File: config.mk
export PLATFORM = sky130hd
export DESIGN_NAME = m_muxnway_arb
export DESIGN_NICKNAME = d
export VERILOG_FILES = /design/src/rtl/m_muxnway_arb.sv
export SDC_FILE = /design/constraint.sdc
export NUM_CORES = 1
export LEC_CHECK = 0
export CAP_MARGIN = 20
export CORE_MARGIN = 2
export CORE_UTILIZATION = 41
export DETAILED_ROUTE_END_ITERATION = 6
export GPL_ROUTABILITY_DRIVEN = 0
export GPL_TIMING_DRIVEN = 0
export PLACE_DENSITY = 0.78
export SYNTH_ARGS = -nofsm -noshare
export SYNTH_HDL_FRONTEND = slang
export SYNTH_SLANG_ARGS = --single-unit
File: constraint.sdc
create_clock -name i_clk -period 4 [get_ports i_clk]
set_input_delay 0.6 -clock i_clk [delete_from_list [all_inputs] [get_ports i_clk]]
set_output_delay 0.6 -clock i_clk [all_outputs]
set_load 0.01 [all_outputs]
File: src/rtl/m_muxnway_arb.sv
`default_nettype none
// ============================================================================
//  Module   : m_muxnway_arb
//  Purpose  : N-channel, WIDTH-bit registered multiplexer with per-channel
//             valid/ready handshake. The source channel is chosen either by
//             an external select (mode 0) or by round-robin arbitration
//             (mode 1). Output is a single registered valid/ready stage with
//             full throughput and no bubble on simultaneous consume/accept.
//  Ports    :
//    i_clk    in   1        clock, rising edge
//    i_rst_n  in   1        asynchronous active-low reset
//    i_mode   in   1        0 = fixed select, 1 = round-robin
//    i_sel    in   SELW     channel passed in fixed mode
//    i_valid  in   N        per-channel valid
//    i_data   in   N*WIDTH  channel k data at [k*WIDTH +: WIDTH]
//    o_ready  out  N        per-channel accept (one-hot or zero)
//    o_valid  out  1        output register holds data
//    o_data   out  WIDTH    registered selected data
//    o_chan   out  SELW     channel index that supplied o_data
//    i_ready  in   1        consumer accepts
//  Revision : 1.0  initial release
// ============================================================================
module m_muxnway_arb #(
  parameter int WIDTH = 16,
  parameter int N     = 4,
  parameter int SELW  = 2
) (
  input  logic               i_clk,
  input  logic               i_rst_n,
  input  logic               i_mode,
  input  logic [SELW-1:0]    i_sel,
  input  logic [N-1:0]       i_valid,
  input  logic [N*WIDTH-1:0] i_data,
  output logic [N-1:0]       o_ready,
  output logic               o_valid,
  output logic [WIDTH-1:0]   o_data,
  output logic [SELW-1:0]    o_chan,
  input  logic               i_ready
);

  // One extra bit so N itself (and ptr+offset sums up to 2N-1) are representable.
  localparam logic [SELW:0]   c_n    = (SELW+1)'(N);
  localparam logic [SELW-1:0] c_last = SELW'(N-1);

  logic [SELW-1:0] r_ptr;
  logic            w_load_en;
  logic [N-1:0]    w_grant;
  logic            w_any;
  logic [SELW-1:0] w_gidx;
  logic [SELW:0]   w_cand;
  logic [WIDTH-1:0] w_data;

  assign w_load_en = ~o_valid | i_ready;

  // Grant selection: fixed select or first valid channel after the pointer.
  always_comb begin
    w_grant = '0;
    w_any   = 1'b0;
    w_gidx  = '0;
    w_cand  = '0;
    if (!i_mode) begin
      if (({1'b0, i_sel} < c_n) && i_valid[i_sel]) begin
        w_grant[i_sel] = 1'b1;
        w_any          = 1'b1;
        w_gidx         = i_sel;
      end
    end else begin
      for (int off = 1; off <= N; off++) begin
        w_cand = {1'b0, r_ptr} + (SELW+1)'(off);
        // ptr < N and off <= N, so one subtraction completes the modulo
        if (w_cand >= c_n) w_cand = w_cand - c_n;
        if (!w_any && i_valid[w_cand[SELW-1:0]]) begin
          w_grant[w_cand[SELW-1:0]] = 1'b1;
          w_any                     = 1'b1;
          w_gidx                    = w_cand[SELW-1:0];
        end
      end
    end
  end

  assign w_data = i_data[int'(w_gidx)*WIDTH +: WIDTH];

  // Reset gating keeps o_ready low while reset is asserted even though the
  // empty output register would otherwise advertise load_en.
  assign o_ready = w_grant & {N{w_load_en & i_rst_n}};

  always_ff @(posedge i_clk or negedge i_rst_n) begin
    if (!i_rst_n) begin
      o_valid <= 1'b0;
      o_data  <= '0;
      o_chan  <= '0;
      r_ptr   <= c_last;
    end else if (w_load_en) begin
      if (w_any) begin
        o_valid <= 1'b1;
        o_data  <= w_data;
        o_chan  <= w_gidx;
        if (i_mode) r_ptr <= w_gidx;
      end else begin
        o_valid <= 1'b0;
      end
    end
  end

endmodule
`default_nettype wire
==> summary.md <==
### Die
- **Vert. Die Dim** 73.00 um
- **effective utilization at floorplan** 41.88%
- **placeable core region** 0.004661 mm2
- **num rows** 25
- **number of top-level pins** 97
- **area of the die** 0.005328 mm2
- **x dimension of the die** 73.00 um

### Synthesis
- **proportion of synthesized flip-flops having asynchronous set or reset** 100.0%
- **synth top area cells** sky130_fd_sc_hd__dfrtp_1 (24%), sky130_fd_sc_hd__mux2i_1 (17%), sky130_fd_sc_hd__ha_1 (5.1%), sky130_fd_sc_hd__nand2_1 (4.6%), sky130_fd_sc_hd__o221ai_2 (4.6%)
- **Ys Warns** 0
- **number of enable-type register cells in the synthesized netlist** 0
- **mean area per synthesized cell** 9.759 um2
- **Yosys top cell by area** sky130_fd_sc_hd__dfrtp_1
- **#FFs+latches synth** 21
- **most common flop cell mapped by yosys** sky130_fd_sc_hd__dfrtp_1
- **portion of synthesized cell area occupied by the leading cell type** 24.36%
- **count of cell types in the netlist** 48
- **number of standard cells after synthesis** 200
- **post-synthesis instance area** 0.001952 mm2
- **post-synthesis sequential area ratio** 27.05%
- **Mapped Nets** 282

### Drt
- **number of iterations in the first detailed-routing pass** 4
- **Wirelength per Cell** 16.47 um
- **per-cell via count in the routed design** 5.619
- **via count of the routed design** 1989
- **post-route ant nets** 0
- **drt total wl** 5829 um
- **DR iter-0 viols** 85
- **number of design rule violations left after detail routing** 0

### Run
- **# Max-Cap Violations** 0

### Critical path
- **Worst setup startpoint** i_valid[3]
- **Critical Setup Path Class** primary input to primary output
- **crit end category** primary output
- **cell with the most instances on the worst path** sky130_fd_sc_hd__clkdlybuf4s50_1
- **data arrival time of the worst path** 3.12 ns
- **flop2flop setup slack** 1.10 ns
- **element type at the critical path start** primary input
- **slowest cell on the critical path** sky130_fd_sc_hd__mux4_2
- **required time at the endpoint of the critical path** 3.40 ns
- **CP Cell Sequence** clkdlybuf4s50_1, clkbuf_1, mux4_2, nor2b_4, a22oi_1, nor2_1, o21ai_0, a21oi_1, clkdlybuf4s50_1
- **maximum fanout encountered on the critical timing path** 10
- **startpoint of the worst-slack reg-to-reg timing path** r_ptr[1]
- **worst r2r path cells** 11
- **FF-to-FF End** o_data[12]
- **CP Capture Point** o_ready[0]
- **largest stage delay on the critical path** 0.58 ns

### GRT
- **pin count of the biggest net entering global routing** 23
- **gr ovfl total** 0
- **global router's overall resource usage** 21.92%
- **first-pass GRT wire length** 9087 um
- **antenna violations before repair** 0
- **via count of the first global-routing pass** 1842

### Finish
- **area taken by flip-flops and latches** 528.0 um2
- **number of nets in the final layout** 383
- **proportion of layout cells with a drive suffix above 1** 13.33%
- **area of the multi-input gates** 0.001270 mm2
- **most used cells in the layout excluding fill and tap cells** sky130_fd_sc_hd__clkdlybuf4s50_1 (96), sky130_fd_sc_hd__mux2i_1 (34), sky130_fd_sc_hd__nand2_1 (24)
- **Area growth, synth to finish** 57.24%
- **Finished Core Util** 65.85%
- **count of fill cells added during filler insertion** 385
- **antenna diode instance count** 0
- **leading cell type in the layout, fill and taps excluded** sky130_fd_sc_hd__clkdlybuf4s50_1

### STA
- **unrepaired setup endpoints after global routing** no
- **final clock period utilization by the worst path** 92.92%
- **Final Slew Violations** 0
- **worst slew margin relative to its limit** 66.36%
- **final hold violation count** 0
- **fmax** 269.0 MHz
- **Worst Tran Pin Value** 0.5046 ns
- **Fin Clk Skew** 0.002376 ns
- **final worst-path setup slack** 0.2832 ns
- **final period demand of the worst path** 3.717 ns
- **Final Setup Violations** 0
- **final setup TNS** 0 ns

### CTS
- **buffer cell driving the clock tree root** sky130_fd_sc_hd__clkbuf_8
- **clock tree from TritonCTS** done
- **maximum root-to-sink buffer count** 2
- **Hold Buf Count CTS** 0
- **count of H-tree levels built during CTS** 1
- **number of clock sinks** 21
- **clock network latency to the later pin of the worst-skew pair** 0.26 ns
- **number of buffers added by the clock tree synthesis step** 3
- **clock transition at the registers of the reported paths** 0.08 ns

### Place
- **count of buffers inserted at the top-level ports** 96
- **HPWL after DPL** 4500 um
- **minimum setup slack after placement** 0.1877 ns

### Run status
- **status** finished clean

### Power and ir drop
- **leakage** 1.318 nW
- **Power per Cell Area** 519.1 mW/mm2
- **VDD IR-drop max** 0.0002613 V

### Hold path
- **Worst Hold Depth** 2
- **Hold/Removal Path Class** flip-flop to flip-flop

==> where the power goes <==
part / leakage (nW) / internal [W] / switching, W
logic: 1.04 / 0.000571 / 0.000492
registers: 0.253 / 0.000315 / 0.0000700
clock network: 0.0217 / 0.0000704 / 0.0000749
==> layer usage <==
layer / GRT usage, % / wire [um]
met4: 6.996 / 91
met3: 2.624 / 281
met2: 34.83 / 2966
met5: 0 / 0
met1: 30.97 / 2489
==> through the flow <==
step / cell area, um2 / std cells / hold slack (ns) / total power [W]
after CTS: 3033 / 354 / 0.4967 / 0.001581
after global placement: 2980 / 350 / 0.4697 / 0.001410
after floorplan: 1952 / 200 / 0.3044 / 0.001017
after global routing: 3069 / 354 / 0.5261 / 0.001706
final: 3069 / 354 / 0.4971 / 0.001593
after detailed placement: 2980 / 350 / 0.4706 / 0.001420
==> state kept, by name, summed over array words and instances (netlist names) <==
name / count
o_data: 16
o_chan: 2
r_ptr: 2
o_valid: 1
==> worst max-delay path: cells and delay by family <==
kind / cells / cell delay (ns)
AOI/OAI and AO/OA: 3 / 0.37
buffers and inverters: 3 / 1.27
and+or+nand+nor: 2 / 0.30
muxes: 1 / 0.58
==> final cells by class <==
type                    instances  share of cell area [%]
multi-input cells             156                   41.38
repair buffers                 97                   32.21
flip-flops and latches         21                   17.20
plain buffers                  17                   4.810
well taps                      54                   2.201
clock buffers                   3                   1.345
inverters                       5                  0.6115
clock inverters                 1                  0.2446
==> worst min-delay path by stage <==
stage / start / end / slack, ns
2_1_floorplan: i_rst_n / o_chan[0] / 0.30
3_3_place_gp: o_data[3] / o_data[3] / 0.47
3_5_place_dp: o_data[15] / o_data[15] / 0.47
4_1_cts: o_data[6] / o_data[6] / 0.50
5_1_grt: o_data[13] / o_data[13] / 0.53
6_report: o_data[12] / o_data[12] / 0.50
==> Yosys cell counts, drive strengths merged, types with 2 or more instances <==
library cell  instances
nand3                 2
nand4                 4
clkbuf                5
mux2                  3
nand2b                4
o221ai               16
a22oi                 4
buf                  13
a22o                  4
dfrtp                19
a21oi                 5
inv                   5
mux2i                34
ha                    8
o21ai                11
nand3b                2
dfstp                 2
nand2                24
a221oi                2
or2                   3
nor2                  9
mux4                  3
nor2b                 2
==> cell families (layout without fill, tap and decap cells) <==
logic type / count (synthesis) / count (layout) / share of synthesized area, %
AND/OR/NAND/NOR: 56 / 56 / 14.42
buffers and inverters: 23 / 123 / 8.718
multiplexers: 40 / 40 / 22.63
AO/OA/AOI/OAI: 52 / 52 / 22.05
flip-flops: 21 / 21 / 27.05
adder cells (fa/ha/maj): 8 / 8 / 5.128
==> repair_timing <==
action	4_1_cts	5_1_grt
gates resized for setup	1	2
buffers inserted	0	0
setup endpoints to repair	4	4
pin swaps	0	0
No activity file was read; power rests on OpenSTA's default activity.
